$ cat config.mk
export PLATFORM = sky130hd
export DESIGN_NAME = capture_sequencer
export DESIGN_NICKNAME = d
export VERILOG_FILES = /design/src/rtl/capture_pkg.sv /design/src/rtl/capture_readout.sv /design/src/rtl/capture_sequencer.sv
export SDC_FILE = /design/constraint.sdc
export NUM_CORES = 1
export LEC_CHECK = 0
export CAP_MARGIN = 5
export CORE_AREA = 3 3 87 89
export DETAILED_ROUTE_END_ITERATION = 16
export DIE_AREA = 0 0 90 92
export PLACE_DENSITY = 0.82
export SYNTH_ARGS = -nofsm -noshare
export SYNTH_HDL_FRONTEND = slang
export SYNTH_SLANG_ARGS = --single-unit
$ cat constraint.sdc
create_clock -name clk -period 3.78 [get_ports clk]
set_input_delay 0.567 -clock clk [delete_from_list [all_inputs] [get_ports clk]]
set_output_delay 0.567 -clock clk [all_outputs]
set_load 0.03 [all_outputs]
$ cat src/rtl/capture_pkg.sv
// capture_pkg
// Shared definitions for the logic-analyzer capture sequencer.
//   - 3-bit state encodings, also used by the status LED decoder
//   - trig_match(): pattern comparison used by the trigger logic
// Ports: none (package).
package capture_pkg;

    localparam logic [2:0] ST_IDLE      = 3'd0;
    localparam logic [2:0] ST_PRE_FILL  = 3'd1;
    localparam logic [2:0] ST_WAIT_TRIG = 3'd2;
    localparam logic [2:0] ST_POST      = 3'd3;
    localparam logic [2:0] ST_DONE      = 3'd4;
    localparam logic [2:0] ST_RD_ISSUE  = 3'd5;
    localparam logic [2:0] ST_RD_WAIT   = 3'd6;
    localparam logic [2:0] ST_RD_HOLD   = 3'd7;

    // Widest channel count trig_match() accepts; callers zero-extend.
    localparam int TRIG_W = 32;

    // True when every masked channel carries its required level.
    function automatic logic trig_match(input logic [TRIG_W-1:0] data,
                                        input logic [TRIG_W-1:0] val,
                                        input logic [TRIG_W-1:0] mask);
        return ((data ^ val) & mask) == '0;
    endfunction

endpackage

$ cat src/rtl/capture_readout.sv
// capture_readout
// Streams DEPTH samples out of the sample RAM, oldest first, through a
// valid/ready port. One sample takes at least three clocks:
// issue read, wait for RAM data, hold until accepted.
// Ports:
//   clk, reset        system clock, asynchronous active-low reset
//   abort_i           returns to idle on the next edge
//   start_i           one-clk start pulse, start_addr_i = first read address
//   ram_rdata_i       RAM read data, valid one clk after ram_re_o
//   o_ready_i         downstream accepts o_data_o
//   ram_re_o          RAM read enable, ram_raddr_o read address
//   o_data_o/o_valid_o/o_last_o  readout stream
//   done_o            final sample accepted this clk
//   state_o           ST_IDLE or one of the ST_RD_* encodings
module capture_readout
    import capture_pkg::*;
#(
    parameter int N_CH   = 4,
    parameter int ADDR_W = 10
) (
    input  logic              clk,
    input  logic              reset,
    input  logic              abort_i,
    input  logic              start_i,
    input  logic [ADDR_W-1:0] start_addr_i,
    input  logic [N_CH-1:0]   ram_rdata_i,
    input  logic              o_ready_i,
    output logic              ram_re_o,
    output logic [ADDR_W-1:0] ram_raddr_o,
    output logic [N_CH-1:0]   o_data_o,
    output logic              o_valid_o,
    output logic              o_last_o,
    output logic              done_o,
    output logic [2:0]        state_o
);

    logic [2:0]        state_q, state_d;
    logic [ADDR_W-1:0] rptr_q, rptr_d;
    logic [ADDR_W-1:0] rcnt_q, rcnt_d;
    logic [N_CH-1:0]   data_q, data_d;
    logic              last_cnt;

    // The read count is ADDR_W wide, so all-ones is DEPTH-1: the final sample.
    assign last_cnt    = (rcnt_q == '1);
    assign o_valid_o   = (state_q == ST_RD_HOLD);
    assign o_last_o    = o_valid_o && last_cnt;
    assign done_o      = o_last_o && o_ready_i;
    assign ram_re_o    = (state_q == ST_RD_ISSUE);
    assign ram_raddr_o = rptr_q;
    assign o_data_o    = data_q;
    assign state_o     = state_q;

    // Next-state logic; abort overrides everything and drops o_valid next clk.
    always_comb begin
        state_d = state_q;
        rptr_d  = rptr_q;
        rcnt_d  = rcnt_q;
        data_d  = data_q;
        if (abort_i) begin
            state_d = ST_IDLE;
        end else begin
            case (state_q)
                ST_IDLE: begin
                    if (start_i) begin
                        rptr_d  = start_addr_i;
                        rcnt_d  = '0;
                        state_d = ST_RD_ISSUE;
                    end
                end
                ST_RD_ISSUE: state_d = ST_RD_WAIT;
                ST_RD_WAIT: begin
                    data_d  = ram_rdata_i;
                    state_d = ST_RD_HOLD;
                end
                ST_RD_HOLD: begin
                    if (o_ready_i) begin
                        if (last_cnt) begin
                            state_d = ST_IDLE;
                        end else begin
                            rptr_d  = rptr_q + 1'b1;
                            rcnt_d  = rcnt_q + 1'b1;
                            state_d = ST_RD_ISSUE;
                        end
                    end
                end
                default: state_d = ST_IDLE;
            endcase
        end
    end

    always_ff @(posedge clk or negedge reset) begin
        if (!reset) begin
            state_q <= ST_IDLE;
            rptr_q  <= '0;
            rcnt_q  <= '0;
            data_q  <= '0;
        end else begin
            state_q <= state_d;
            rptr_q  <= rptr_d;
            rcnt_q  <= rcnt_d;
            data_q  <= data_d;
        end
    end

endmodule

$ cat src/rtl/capture_sequencer.sv
// capture_sequencer
// Runs one acquisition: pre-trigger fill of a circular sample RAM, trigger
// wait, post-trigger fill, then readout of the whole buffer oldest first.
// Ports:
//   clk, reset                      system clock, asynchronous active-low reset
//   smpl_en, ch_data                sample strobe and channel levels
//   arm, abort, rd_start            control pulses
//   trig_mask, trig_val             trigger pattern
//   ram_we/ram_waddr/ram_wdata      RAM write port (registered)
//   ram_re/ram_raddr/ram_rdata      RAM read port, one clk read latency
//   o_data/o_valid/o_ready/o_last   readout stream
//   state_o, busy                   status
module capture_sequencer
    import capture_pkg::*;
#(
    parameter int N_CH        = 4,
    parameter int ADDR_W      = 10,
    parameter int PRE_SAMPLES = 256
) (
    input  logic              clk,
    input  logic              reset,
    input  logic              smpl_en,
    input  logic [N_CH-1:0]   ch_data,
    input  logic              arm,
    input  logic              abort,
    input  logic [N_CH-1:0]   trig_mask,
    input  logic [N_CH-1:0]   trig_val,
    input  logic              rd_start,
    output logic              ram_we,
    output logic [ADDR_W-1:0] ram_waddr,
    output logic [N_CH-1:0]   ram_wdata,
    output logic              ram_re,
    output logic [ADDR_W-1:0] ram_raddr,
    input  logic [N_CH-1:0]   ram_rdata,
    output logic [N_CH-1:0]   o_data,
    output logic              o_valid,
    input  logic              o_ready,
    output logic              o_last,
    output logic [2:0]        state_o,
    output logic              busy
);

    localparam int DEPTH        = 2 ** ADDR_W;
    localparam int POST_SAMPLES = DEPTH - PRE_SAMPLES;
    localparam int CNT_W        = ADDR_W + 1;
    localparam logic [CNT_W-1:0] PRE_LAST  = CNT_W'(PRE_SAMPLES - 1);
    localparam logic [CNT_W-1:0] POST_LAST = CNT_W'(POST_SAMPLES - 1);

    logic [2:0]        state_q, state_d;
    logic [ADDR_W-1:0] wptr_q, wptr_d;
    logic [ADDR_W-1:0] trig_addr_q, trig_addr_d;
    logic [CNT_W-1:0]  cnt_q, cnt_d;
    logic              match_prev_q, match_prev_d;
    logic              we_q, we_d;
    logic [ADDR_W-1:0] waddr_q, waddr_d;
    logic [N_CH-1:0]   wdata_q, wdata_d;

    logic              capturing;
    logic              write_sample;
    logic              match;
    logic              rd_start_pulse;
    logic              rd_done;
    logic [ADDR_W-1:0] rd_start_addr;
    logic [2:0]        rd_state;

    assign capturing    = (state_q == ST_PRE_FILL) || (state_q == ST_WAIT_TRIG) ||
                          (state_q == ST_POST);
    assign write_sample = capturing && smpl_en && !abort;
    assign match        = trig_match(TRIG_W'(ch_data), TRIG_W'(trig_val), TRIG_W'(trig_mask));

    // Oldest retained sample sits PRE_SAMPLES before the trigger; the
    // ADDR_W-wide subtraction gives the modulo-DEPTH wrap for free.
    assign rd_start_addr  = trig_addr_q - ADDR_W'(PRE_SAMPLES);
    assign rd_start_pulse = (state_q == ST_DONE) && rd_start && !abort;

    assign ram_we    = we_q;
    assign ram_waddr = waddr_q;
    assign ram_wdata = wdata_q;
    assign busy      = (state_q != ST_IDLE) && (state_q != ST_DONE);

    // While reading, this FSM parks in ST_RD_ISSUE and the readout block
    // reports the actual read phase.
    assign state_o = (state_q == ST_RD_ISSUE) ? rd_state : state_q;

    // Capture FSM and write path. The write port is registered, so a sample
    // strobed this clk appears on ram_we/ram_waddr/ram_wdata next clk.
    always_comb begin
        state_d      = state_q;
        wptr_d       = wptr_q;
        trig_addr_d  = trig_addr_q;
        cnt_d        = cnt_q;
        match_prev_d = match_prev_q;
        we_d         = write_sample;
        waddr_d      = waddr_q;
        wdata_d      = wdata_q;
        if (write_sample) begin
            waddr_d = wptr_q;
            wdata_d = ch_data;
            wptr_d  = wptr_q + 1'b1;
        end
        if (abort) begin
            state_d = ST_IDLE;
        end else begin
            case (state_q)
                ST_IDLE: begin
                    if (arm) begin
                        state_d = ST_PRE_FILL;
                        wptr_d  = '0;
                        cnt_d   = '0;
                    end
                end
                ST_PRE_FILL: begin
                    if (smpl_en) begin
                        if (cnt_q == PRE_LAST) begin
                            state_d      = ST_WAIT_TRIG;
                            cnt_d        = '0;
                            match_prev_d = 1'b0;
                        end else begin
                            cnt_d = cnt_q + 1'b1;
                        end
                    end
                end
                ST_WAIT_TRIG: begin
                    // Rising edge of the pattern match fires the trigger.
                    if (smpl_en) begin
                        if (match && !match_prev_q) begin
                            trig_addr_d = wptr_q;
                            cnt_d       = CNT_W'(1);
                            state_d     = (POST_SAMPLES == 1) ? ST_DONE : ST_POST;
                        end else begin
                            match_prev_d = match;
                        end
                    end
                end
                ST_POST: begin
                    if (smpl_en) begin
                        cnt_d = cnt_q + 1'b1;
                        if (cnt_q == POST_LAST) begin
                            state_d = ST_DONE;
                        end
                    end
                end
                ST_DONE: begin
                    if (rd_start) begin
                        state_d = ST_RD_ISSUE;
                    end
                end
                ST_RD_ISSUE: begin
                    if (rd_done) begin
                        state_d = ST_IDLE;
                    end
                end
                default: state_d = ST_IDLE;
            endcase
        end
    end

    always_ff @(posedge clk or negedge reset) begin
        if (!reset) begin
            state_q      <= ST_IDLE;
            wptr_q       <= '0;
            trig_addr_q  <= '0;
            cnt_q        <= '0;
            match_prev_q <= 1'b0;
            we_q         <= 1'b0;
            waddr_q      <= '0;
            wdata_q      <= '0;
        end else begin
            state_q      <= state_d;
            wptr_q       <= wptr_d;
            trig_addr_q  <= trig_addr_d;
            cnt_q        <= cnt_d;
            match_prev_q <= match_prev_d;
            we_q         <= we_d;
            waddr_q      <= waddr_d;
            wdata_q      <= wdata_d;
        end
    end

    capture_readout #(
        .N_CH   (N_CH),
        .ADDR_W (ADDR_W)
    ) u_readout (
        .clk          (clk),
        .reset        (reset),
        .abort_i      (abort),
        .start_i      (rd_start_pulse),
        .start_addr_i (rd_start_addr),
        .ram_rdata_i  (ram_rdata),
        .o_ready_i    (o_ready),
        .ram_re_o     (ram_re),
        .ram_raddr_o  (ram_raddr),
        .o_data_o     (o_data),
        .o_valid_o    (o_valid),
        .o_last_o     (o_last),
        .done_o       (rd_done),
        .state_o      (rd_state)
    );

endmodule

* Yosys cells after proc, flatten, opt, wreduce, memory -nomap -nowiden
Index checks and enable logic that the tools add are counted.
** Cells by class
- Add/sub/neg operators :: 5
- Equal/unequal tests :: 33
- Multiplexer cells :: 41
- Bitwise operators :: 3
- Reduce and logical (&&, ||, !) cells :: 26
** Operator list (number)
- 2-to-1 mux 10 bit :: 10
- 2-to-1 mux 11 bit :: 6
- 2-to-1 mux 3 bit :: 15
- one-hot mux 11 bit (4 select lines) :: 1
- one-hot mux 10 bit (2 select lines) :: 2
- zero test 32 bit :: 1
- adder 10 x 1 -> 10 bit, second input constant :: 3
- != test 3 bit, second input constant :: 9
- one-hot mux 3 bit (6 select lines) :: 1
- != test 2 bit, second input constant :: 8
- == test 3 bit, second input constant :: 5
- one-hot mux 3 bit (4 select lines) :: 1
- adder 11 x 1 -> 11 bit, second input constant :: 1
- == test 11 x 10 -> 1 bit, second input constant :: 1
- == test 11 x 8 -> 1 bit, second input constant :: 1
- == test 10 bit, second input constant :: 1
- subtractor 10 x 9 -> 10 bit, second input constant :: 1
- != test 3 x 2 -> 1 bit, second input constant :: 3
- AND reduction 9 bit :: 1
- logical AND 1 bit :: 8
- AND reduction 7 bit :: 1
- == test 3 x 2 -> 1 bit, second input constant :: 2
- zero test 3 bit :: 2
- AND reduction 6 bit :: 1
- 15 further kinds :: 23
** Word-level totals
- Register bits after elaboration :: 77
- Output and inout port bits :: 36
- Word-level logic and storage cells :: 120

* Logic depth before layout (Yosys ltp)
- Depth in word-level cells :: 9
- Gate-level depth with buffers :: 8

* Modules after synthesis
A second synthesis with hierarchy kept.
** Unflattened totals
- Cells, all modules :: 423
- Area total of the unflattened synthesis :: 4072.7 um^2
** By module, submodules not included
- capture_sequencer :: instances 1, cells each 259, area an instance 2507.4 um^2, sequential area each 1251.2 um^2
- capture_readout :: instances 1, cells each 164, area an instance 1565.3 um^2, sequential area each 675.6 um^2

* Worst setup path after synthesis
No wires, ideal clock.
- Kind :: register to output
- Start :: register u_readout.rcnt_q[0]
- End :: output port o_last
- Arrival :: 1.350 ns
- Setup slack :: 1.863 ns
- Cell stages (with the launch flop) :: 5
- Path buffers :: 0
- Cell sequence :: dfrtp_1 ha_1 and4_1 nand3_1 nor2_1
** On the way
- Cells in the longest elaborated chain, start to end :: 2
** Ends and longest elaborated chain
- start: declaration :: RTL line capture_readout.sv:39 : logic [ADDR_W-1:0] rcnt_q, rcnt_d;
- start signal: assignment :: RTL line capture_readout.sv:100 : rcnt_q <= rcnt_d;
- == test 10 bit :: RTL line capture_readout.sv:44 : assign last_cnt = (rcnt_q == '1);
- logical AND 1 bit :: RTL line capture_readout.sv:46 : assign o_last_o = o_valid_o && last_cnt;
- end: declaration :: RTL line capture_sequencer.sv:38 : output logic o_last,
No other way between the ends.

* Worst setup path after layout
- Start :: register state_q[2]
- End :: output port state_o[1]
** On the way
- Cells in the longest elaborated chain, start to end :: 2
** Ends and longest elaborated chain
- start: declaration :: RTL line capture_sequencer.sv:49 : logic [2:0] state_q, state_d;
- start signal: assignment :: RTL line capture_sequencer.sv:169 : state_q <= state_d;
- == test 3 bit :: RTL line capture_sequencer.sv:83 : assign state_o = (state_q == ST_RD_ISSUE) ? rd_state : state_q;
- 2-to-1 mux 3 bit :: RTL line capture_sequencer.sv:83
- end: declaration :: RTL line capture_sequencer.sv:39 : output logic [2:0] state_o,
No other way between the ends.

==> impl_summary.md <==
Place
Buffers placed on the I/O ports in this run total 58. Detailed placement ended at an HPWL of a little under 6000 microns. The weighted congestion at the end of routability-driven global placement is approximately 0.9.

Prior to clock tree synthesis, the placed netlist has a worst setup slack of 1.047 ns.

Synthesis
The synthesis warning total is 0. Summed over its instances, the top area cell type makes up between 40 and 50% of the synthesized netlist area. The dominant cell type by area after synthesis is sky130_fd_sc_hd__dfrtp_1. The net count of the mapped netlist is between 400 and 500. The post-synthesis adder-cell area fraction is about 1.2%. Measured against the total synthesized area, the mux share comes to under 10%. Synthesis handed over a netlist of 415 instances. In the synthesized netlist the dominant register cell turns out to be sky130_fd_sc_hd__dfrtp_1.

The basic-gate share of the synthesized area counting and, or, nand and nor cells is 23.05%. Summing the areas of all xor and xnor instances in the mapped netlist gives 2.834% of the synthesized area. The number of distinct library cells after synthesis is 62. The number of synthesized register bits is between 70 and 80. The largest family of logic cells by synthesized area is simple AND/OR/NAND/NOR gates. The share of the Yosys chip area taken by registers is a little under half.

The compound-cell area share of the yosys netlist is roughly 17%. The area of the mapped netlist is ~4000 sq um. After synthesis, the cell types taking the most area are sky130_fd_sc_hd__dfrtp_1, sky130_fd_sc_hd__nand2_1, sky130_fd_sc_hd__mux2_2. The average cell area after synthesis is around 9.7 sq um. The synthesized design contains 0 enable-type register cells. Of all flip-flops after synthesis, the portion carrying an async set or reset was 100.0%.

Clock network
Clock-pin slew was measured on the worst setup and hold paths at around 0.070 ns. The clock net in this run drives a total of 77 sinks. The count of hold-fix buffers inserted at cts is 0. In this run, post-CTS repair resized a total of 0 instances. The H-tree was split into 3 levels. The root buffer selected by CTS is sky130_fd_sc_hd__clkbuf_8. The total clock buffers created by CTS is 9. No sink is reached through more buffers than the 2 on the longest clock path. Post-CTS timing repair inserted 0 buffers for setup. Clock latency on the worst-skew pair, taken at its later pin, is 0.35 ns. The CTS tree is built.

STA
The worst setup skew after layout is 0.01330 ns. After routing, the total negative slack on setup checks comes to 0 ns. Setup violations remaining at the end of the flow were counted as 0. Setup repair after global routing left no endpoint under its margin. The final count of pins violating max slew is 0. The number of hold violations in the final report is 0.

The smallest setup slack after layout is 0.9049 ns. The highest clock rate is roughly 0.35 GHz. The clock period minus worst slack is 2.875 ns. Of the available clock period, the critical path in the final layout requires roughly three quarters.

The worst pin sits at a relative slew slack of 35.96%. The tightest hold path in the finished design has a slack of 0.3786 ns. At the pin with the least slew margin, the transition time is approximately 0.96 ns.

Cells and area
Relative to the synthesized area, the layout overhead comes to 21.96%. The layout has between 500 and 600 filler cells. The repair_antennas step left the layout with diodes totalling 0. The final layout contains between 400 and 500 nets. Leaving out fill and tap cells, the most frequent cell in the layout is sky130_fd_sc_hd__dfrtp_1. The fraction of layout cells with a size suffix above 1 is between 10% and 20%. The combined area of the multi-input logic cells is 1967 sq um. The combined flip-flop and latch cell area is 1927 sq um. In the layout the commonest cells are sky130_fd_sc_hd__dfrtp_1, sky130_fd_sc_hd__nand2_1, sky130_fd_sc_hd__clkdlybuf4s50_1, sky130_fd_sc_hd__o21ai_0, sky130_fd_sc_hd__nor2_1.

Worst setup path
The critical path starts at state_q[2]. The peak fanout along the critical path is 13. The worst setup path is launched from a flip-flop. In this run the critical register-to-register path is launched from u_readout.rcnt_q[0]. At the worst endpoint, the arrival time is approximately 2.3 ns.

The worst setup path category is flip-flop to output port. STA classifies the critical path endpoint as an output port. For the worst setup path, the data required time is around 3.2 ns.

Die
For this configuration, the core starts out at a cell density of between 50% and 60%. The die covers 8280 sq um. The floorplan core area is 6832 sq um. 59 I/O pins were placed. The die outline width is 90 microns. The placement row count is 30. The floorplan die height is 92 microns.

Routing
After detailed routing, the number of vias per cell comes to 5.842. The number of DRC markers in iteration 0 is 200. After detailed routing, the met3 layer carries 406 microns of wire.

Summed over all layers, the routed wires come to ~8700 microns. In this run the top signal layer used is met4. The routed length per instance is 15.25 microns. The remaining design rule violation count is 0. The routed layout has 3336 vias. The first detailed-routing pass ran for 4 iterations.

The detail route stage leaves a number of antenna-violating nets equal to 0. The amount of wire on met2 after detailed routing is roughly 4200 microns. The sum of routed wire segments on met1 is 3992 microns.

Global routing
Entering global routing, the biggest net connects slightly below 80 pins. After global routing the overflow that remains totals 0. Global routing used between 20% and 30% of the available tracks. The first global-routing pass estimated between 15000 and 20000 microns of wire. The number of antenna violations at the first check in global routing is 0. The number of global-route vias before repair is ~3200.

Hold path
The path class of the tightest hold or removal check is primary input to async pin.

Pwr
The maximum ir drop on the vdd rail is roughly 0.29 mV. The leakage power total is between 2 and 2.5 nW. For this design the ratio of total power to cell area is approximately 440 nW/um^2.

Outcome
The flow ran to the end, and the final reports show no timing, DRC or antenna violations.

Flow run
The max-capacitance violation count is 0.
per-layer routing:
layer	up-vias	track usage, %
li1	1608	-
met1	1625	30.84
met2	96	35.47
met3	7	3.938
met4	0	7.781
met5	-	0
cell type report:
cell class	instances	share of cell area, %
sequential	77	39.33
multi-input combinational	312	40.14
inverter	8	0.6129
clock buffer	11	2.886
clock inverter	5	2.171
timing repair buffer	62	12.41
tap	96	2.451
critical path, stage by stage (launching register included):
cell,delay (ns)
sky130_fd_sc_hd__dfrtp_1,0.65
sky130_fd_sc_hd__inv_1,0.19
sky130_fd_sc_hd__nor3_1,0.29
sky130_fd_sc_hd__a21o_1,0.17
sky130_fd_sc_hd__clkdlybuf4s50_1,0.67
per-stage QoR:
stage,util [%],instances,total power [mW],instance area [sq um]
2_1_floorplan,-,415,1.243,4018
3_3_place_gp,68.10,555,1.407,4652
3_5_place_dp,68.10,555,1.415,4652
4_1_cts,71.72,571,2.170,4900
5_1_grt,71.72,571,2.258,4900
6_report,71.72,571,2.162,4900
sequential cells by signal, indices dropped and copies added, names as in the netlist:
signal	flops
cnt_q	11
ram_waddr	10
trig_addr_q	10
u_readout.ram_raddr_o	10
u_readout.rcnt_q	10
wptr_q	10
ram_wdata	4
u_readout.o_data_o	4
state_q	3
u_readout.state_o	3
match_prev_q	1
ram_we	1
logic make-up after synthesis:
family / count (synthesis)
XOR/XNOR: 13
adder cells (fa/ha/maj): 4
AND/OR/NAND/NOR: 178
buffers and inverters: 26
flip-flops: 77
multiplexers: 18
AO/OA/AOI/OAI: 99
synth_stat cells, types with 2 or more instances:
master                     count
sky130_fd_sc_hd__dfrtp_1      77
sky130_fd_sc_hd__nand2_1      70
sky130_fd_sc_hd__o21ai_0      30
sky130_fd_sc_hd__nor2_1       29
sky130_fd_sc_hd__nand3_1      18
sky130_fd_sc_hd__o31ai_1      18
sky130_fd_sc_hd__mux2_2       15
sky130_fd_sc_hd__a21oi_1      14
sky130_fd_sc_hd__xor2_1       10
sky130_fd_sc_hd__a31oi_1       8
sky130_fd_sc_hd__and3_1        8
sky130_fd_sc_hd__clkbuf_1      8
sky130_fd_sc_hd__inv_1         7
sky130_fd_sc_hd__or3_1         7
sky130_fd_sc_hd__nand4_1       6
sky130_fd_sc_hd__nor3_1        5
sky130_fd_sc_hd__and2_1        4
sky130_fd_sc_hd__ha_1          4
sky130_fd_sc_hd__nand2b_1      4
sky130_fd_sc_hd__o211ai_1      4
sky130_fd_sc_hd__buf_1         3
sky130_fd_sc_hd__buf_2         3
sky130_fd_sc_hd__mux2i_1       3
sky130_fd_sc_hd__nor2b_1       3
sky130_fd_sc_hd__nor3_2        3
sky130_fd_sc_hd__o22a_1        3
sky130_fd_sc_hd__o41ai_1       3
sky130_fd_sc_hd__xnor2_1       3
sky130_fd_sc_hd__a22oi_2       2
sky130_fd_sc_hd__and4_1        2
sky130_fd_sc_hd__buf_4         2
sky130_fd_sc_hd__buf_6         2
sky130_fd_sc_hd__nand3_2       2
sky130_fd_sc_hd__nor2_4        2
sky130_fd_sc_hd__nor3b_1       2
sky130_fd_sc_hd__o21a_1        2
sky130_fd_sc_hd__o31a_1        2
sky130_fd_sc_hd__or2_0         2
sky130_fd_sc_hd__or2_1         2
power by group:
part | internal, mW | switching (mW) | total, mW
Clock | 0.459 | 0.301 | 0.760
Combinational | 0.183 | 0.279 | 0.462
Sequential | 0.876 | 0.0638 | 0.940
Total | 1.52 | 0.644 | 2.16
final timing paths:
kind | end | slack [ns] | cells after the start
max | state_o[1] | 0.90 | 4
min | u_readout.rcnt_q[2] | 0.38 | 1
max reg2reg | u_readout.rcnt_q[2] | 1.30 | 6
min reg2reg | ram_wdata[2] | 0.48 | 2
max in group asynchronous | wptr_q[4] | 2.79 | 1
min in group clk | ram_wdata[2] | 0.48 | 2
Power figures use the tool's default switching activity.
